## config.mk

```make
export PLATFORM = sky130hd
export DESIGN_NAME = pipe_id_ex
export DESIGN_NICKNAME = d
export VERILOG_FILES = /design/src/rtl/pipe_id_ex.sv
export SDC_FILE = /design/constraint.sdc
export NUM_CORES = 1
export LEC_CHECK = 0
export BUFFER_PORTS_ARGS = -buffer_cell sky130_fd_sc_hd__buf_2
export CORE_ASPECT_RATIO = 1.25
export CORE_MARGIN = 1
export CORE_UTILIZATION = 38
export CTS_CLUSTER_DIAMETER = 30
export DETAILED_ROUTE_END_ITERATION = 7
export PLACE_DENSITY = 0.74
export SYNTH_ARGS = -nofsm -noshare
export SYNTH_HDL_FRONTEND = slang
export SYNTH_SLANG_ARGS = --single-unit
```

## constraint.sdc

```tcl
create_clock -name clock -period 6.3 [get_ports clock]
set_input_delay 0.315 -clock clock [delete_from_list [all_inputs] [get_ports clock]]
set_output_delay 0.315 -clock clock [all_outputs]
set_load 0.05 [all_outputs]
```

## src/rtl/pipe_id_ex.sv

```systemverilog
// ID/EX pipeline register with operand forwarding from EX and MEM, plus load-use
// hazard detection. Bubbles are all-zero so an invalid slot can never write back.
module pipe_id_ex (
  input  logic        clock,
  input  logic        reset,
  // ID stage
  input  logic        d_valid,
  input  logic [31:0] d_ra,
  input  logic [31:0] d_rb,
  input  logic [4:0]  d_rs,
  input  logic [4:0]  d_rt,
  input  logic [4:0]  d_rn,
  input  logic        d_use_rs,
  input  logic        d_use_rt,
  input  logic [31:0] d_imm,
  input  logic [4:0]  d_sa,
  input  logic [4:0]  d_aluc,
  input  logic        d_aluimm,
  input  logic        d_shift,
  input  logic        d_wreg,
  input  logic        d_m2reg,
  input  logic        d_wmem,
  // EX result and MEM writeback info
  input  logic [31:0] ex_r,
  input  logic        m_wreg,
  input  logic        m_m2reg,
  input  logic [4:0]  m_rn,
  input  logic [31:0] m_alu,
  input  logic [31:0] m_mem,
  // Pipeline control
  input  logic        flush,
  input  logic        hold,
  output logic        stall_id,
  // EX stage
  output logic [31:0] e_a,
  output logic [31:0] e_b,
  output logic [31:0] e_store,
  output logic [4:0]  e_aluc,
  output logic        e_wreg,
  output logic        e_m2reg,
  output logic        e_wmem,
  output logic        e_valid,
  output logic [4:0]  e_rn
);

  typedef struct packed {
    logic [31:0] a;
    logic [31:0] b;
    logic [31:0] store;
    logic [4:0]  aluc;
    logic        wreg;
    logic        m2reg;
    logic        wmem;
    logic        valid;
    logic [4:0]  rn;
  } ex_reg_t;

  ex_reg_t ex_q, ex_d;

  logic        ex_writes_alu;
  logic        ex_writes_load;
  logic        mem_writes;
  logic [31:0] mem_data;
  logic        ex_hit_rs, ex_hit_rt;
  logic        mem_hit_rs, mem_hit_rt;
  logic        load_use;
  logic [31:0] fwd_rs, fwd_rt;

  // r0 is excluded from every match so it is never forwarded or stalled on.
  assign ex_writes_alu  = ex_q.valid & ex_q.wreg & ~ex_q.m2reg & (ex_q.rn != 5'd0);
  assign ex_writes_load = ex_q.valid & ex_q.wreg & ex_q.m2reg & (ex_q.rn != 5'd0);
  assign mem_writes     = m_wreg & (m_rn != 5'd0);
  assign mem_data       = m_m2reg ? m_mem : m_alu;

  assign ex_hit_rs  = ex_writes_alu & (ex_q.rn == d_rs);
  assign ex_hit_rt  = ex_writes_alu & (ex_q.rn == d_rt);
  assign mem_hit_rs = mem_writes & (m_rn == d_rs);
  assign mem_hit_rt = mem_writes & (m_rn == d_rt);

  assign load_use = ex_writes_load & d_valid &
                    ((d_use_rs & (ex_q.rn == d_rs)) | (d_use_rt & (ex_q.rn == d_rt)));

  always_comb begin
    if (ex_hit_rs)       fwd_rs = ex_r;
    else if (mem_hit_rs) fwd_rs = mem_data;
    else                 fwd_rs = d_ra;
  end

  always_comb begin
    if (ex_hit_rt)       fwd_rt = ex_r;
    else if (mem_hit_rt) fwd_rt = mem_data;
    else                 fwd_rt = d_rb;
  end

  // A flush replaces the ID instruction, so a pending load-use is irrelevant then.
  assign stall_id = ~reset & (hold | (load_use & ~flush));

  always_comb begin
    ex_d = ex_q;
    if (flush) begin
      ex_d = '0;
    end else if (hold) begin
      ex_d = ex_q;
    end else if (load_use) begin
      ex_d = '0;
    end else begin
      ex_d.a     = d_shift ? {27'b0, d_sa} : fwd_rs;
      ex_d.b     = d_aluimm ? d_imm : fwd_rt;
      ex_d.store = fwd_rt;
      ex_d.aluc  = d_aluc;
      ex_d.wreg  = d_valid & d_wreg;
      ex_d.m2reg = d_m2reg;
      ex_d.wmem  = d_valid & d_wmem;
      ex_d.valid = d_valid;
      ex_d.rn    = d_rn;
    end
  end

  always_ff @(posedge clock or posedge reset) begin
    if (reset) ex_q <= '0;
    else       ex_q <= ex_d;
  end

  assign e_a     = ex_q.a;
  assign e_b     = ex_q.b;
  assign e_store = ex_q.store;
  assign e_aluc  = ex_q.aluc;
  assign e_wreg  = ex_q.wreg;
  assign e_m2reg = ex_q.m2reg;
  assign e_wmem  = ex_q.wmem;
  assign e_valid = ex_q.valid;
  assign e_rn    = ex_q.rn;

endmodule

```

==> results_dict.tcl <==
set metrics [dict create \
    initial_core_util_pct 39.02 \
    period_share_pct 45.92 \
    first_pass_iters 5 \
    viasPerCell 5.689 \
    clk_pin_slew_ns 0.08 \
    worstPathMaxFanout 50 \
    synth_cell_types 43 \
    arrival_ns 3.11 \
    cts_sinks 110 \
    worst_skew_pair.late_latency_ns 0.35 \
    reg2reg_setup_slack_ns 3.41 \
    synthesis.instances 771 \
    fill_cells 1721 \
    drive_gt1_share_pct 39.50 \
    synth-seq-cells 110 \
    power_density_nw_per_um2 214.8 \
    htree_levels 3 \
    grt_setup_unrepaired "false" \
    r2r-end "e_b[29]" \
    worst_pin_slew_ns 1.148 \
    cts_tree "yes" \
    drt_iter0_markers 485 \
    first_global_vias 7288 \
    worstSetupPathType "reg2reg" \
    crit_path_start_kind "flop" \
    synth_edf_count 0 \
    hold_viol_final 0 \
    ys_seq_area_share_pct 40.15 \
    cts-root-buf "clkbuf_16" \
    tns_ns 0 \
    syn_area_um2 6855 \
    drc 0 \
    wl_um 27360 \
    wl_per_cell_um 21.09 \
    die_w_um 122.1 \
    cts_resized 0 \
    fp.dieH_um 152.2 \
    cts_setup_buffers 0 \
    r2r_cells 8 \
    status "finished clean" \
    core_um2 17570 \
    routed-via-count 7378 \
    avgSynthCellArea_um2 8.891 \
    cts_buffers 9 \
    cp-endpoint "e_b[29]" \
    final_core_util_pct 51.23 \
    clock_skew_ns 0.006432 \
    async_reset_ff_share_pct 100.0 \
    yosysWarnings 0 \
    endpoint_kind "flop" \
    drv_slew 0 \
    nNetsFinal 1304 \
    slew_headroom_pct 23.44 \
    max-clock-path-buffers 2 \
    crit_required_ns 6.52 \
    critPathLaunch "e_rn[0]" \
    top_level_ports 347 \
    r2r_start "e_rn[0]" \
    rows 54 \
    synth_top_flop_cell "dfrtp_1" \
    overflow 0 \
    hold_buffers 0 \
    grtUsageTotal_pct 29.34 \
    hold_path.class "in2async" \
    clock.fmax_mhz 345.7 \
    io_buffers 346 \
    hpwl_um 19960 \
    period_needed_ns 2.893 \
    area_growth_pct 31.26 \
    max_cap_viol_count 0 \
    p_leak_uw 0.004342 \
    ant_nets 0 \
    syn_nets 1007 \
    die-area_um2 18590 \
    grt_pass1_wl_um 41220 \
    antenna_found_initial 2 \
    setup-violations-final 0 \
    peakVddDrop_mv 0.1078 \
    grt_max_degree 66 \
    gp_congestion 0.9292 \
]
[metrics by stage]
stage / instance area, um^2 / instances / setup WS [ns] / hold slack, ns / power (uW)
3_3_place_gp: 8672 / 1281 / 3.287 / 0.4415 / 1302
2_1_floorplan: 6855 / 771 / 2.774 / 0.4477 / 1108
5_1_grt: 8999 / 1297 / 3.201 / 0.09092 / 2004
6_report: 8999 / 1297 / 3.407 / 0.04772 / 1933
3_5_place_dp: 8672 / 1281 / 3.260 / 0.4489 / 1308
4_1_cts: 8994 / 1295 / 3.410 / 0.06450 / 1940
[sequential cells by signal, summed over array words and instances (netlist names)]
register  cells
e_wreg        1
e_m2reg       1
e_store      32
e_rn          5
e_a          32
e_aluc        5
e_wmem        1
e_valid       1
e_b          32
[cells in the final DEF, fill, tap and decap left out, types with 2 or more instances in the layout]
| cell type | count |
|---|---|
| a22o_1 | 12 |
| mux2_2 | 20 |
| o21ai_2 | 2 |
| nor3_1 | 13 |
| nor3_4 | 2 |
| o31ai_1 | 32 |
| xor2_1 | 5 |
| dfrtp_1 | 110 |
| mux2i_1 | 32 |
| xnor2_1 | 15 |
| a22oi_1 | 11 |
| a21boi_0 | 11 |
| buf_2 | 346 |
| nand3_1 | 5 |
| o21a_1 | 5 |
| clkbuf_16 | 9 |
| o21ai_0 | 39 |
| nor2_1 | 25 |
| a2bb2oi_1 | 14 |
| a32o_1 | 2 |
| a211o_1 | 2 |
| diode_2 | 2 |
| nor4_1 | 19 |
| a31oi_1 | 33 |
| nor3_2 | 9 |
| a221oi_1 | 5 |
| a32oi_1 | 5 |
| buf_4 | 14 |
| a211oi_1 | 36 |
| bufinv_16 | 2 |
| nand2_1 | 123 |
| o21ai_1 | 6 |
| nor2b_1 | 32 |
| clkbuf_8 | 2 |
| a211oi_2 | 10 |
| nand2b_1 | 5 |
| a21oi_1 | 46 |
[worst min path at each step]
stage,from,cells past startpoint,end,slack [ns]
floorplan,d_aluc[0],1,e_aluc[0],0.45
global placement,reset,2,e_a[11],0.44
detailed placement,reset,2,e_a[11],0.45
CTS,reset,2,e_a[11],0.06
global route,reset,2,e_a[11],0.09
finish,reset,2,e_a[11],0.05
[routing by layer]
metal / part of all wire, % / global-route usage [%] / wire length, um
met4: 5.0 / 16.67 / 1371
met5: 0 / 0 / 0
met3: 6.7 / 4.229 / 1836
met2: 51 / 51.01 / 13970
met1: 37 / 33.90 / 10180
[Yosys cell counts (15+ instances only)]
master	count	share of area, %
nor2_1	25	1.4
xnor2_1	15	1.9
mux2i_1	32	4.7
nor2b_1	33	3.0
a31oi_1	33	3.0
clkbuf_1	54	3.0
o21ai_0	39	2.8
dfrtp_1	110	40
mux2_2	20	3.3
o31ai_1	32	3.5
a21oi_1	46	3.4
a211oi_1	36	3.9
nor4_1	19	1.7
nand2_1	124	6.8
[kinds of logic (layout without fill, tap and decap cells)]
kind of cell | count (synthesis) | after routing | synth area share [%]
DFF | 110 | 110 | 40.15
xor gates and xnor gates | 20 | 20 | 2.555
buffers and inverters | 75 | 375 | 4.946
muxes | 52 | 52 | 7.958
and+or+nand+nor | 242 | 242 | 16.94
other | 0 | 2 | 0
AOI/OAI and AO/OA | 272 | 272 | 27.45
[power by group]
| part | total [uW] | internal [uW] | switching, uW |
|---|---|---|---|
| clock network | 638 | 367 | 270 |
| registers | 772 | 745 | 26.8 |
| logic | 524 | 165 | 358 |
| total | 1930 | 1280 | 655 |
[area by class of cell]
| type | count | area, um^2 | share of cell area [%] |
|---|---|---|---|
| multi-input cells | 586 | 3796 | 42.19 |
| flip-flops and latches | 110 | 2753 | 30.59 |
| repair buffers | 360 | 1837 | 20.41 |
| well taps | 224 | 280.3 | 3.115 |
| clock buffers | 11 | 252.7 | 2.809 |
| clock inverters | 3 | 68.82 | 0.7647 |
| inverters | 1 | 6.256 | 0.06952 |
| diodes | 2 | 5.005 | 0.05562 |
[critical path, cell delays in order (launching register included)]
cell	delay [ns]
dfrtp_1	0.45
nor3_1	0.11
a211o_1	0.37
nor3_4	0.12
buf_4	0.46
buf_4	0.57
nor3_1	0.16
a211oi_1	0.37
o31ai_1	0.12
No activity file was read; power rests on OpenSTA's default activity.
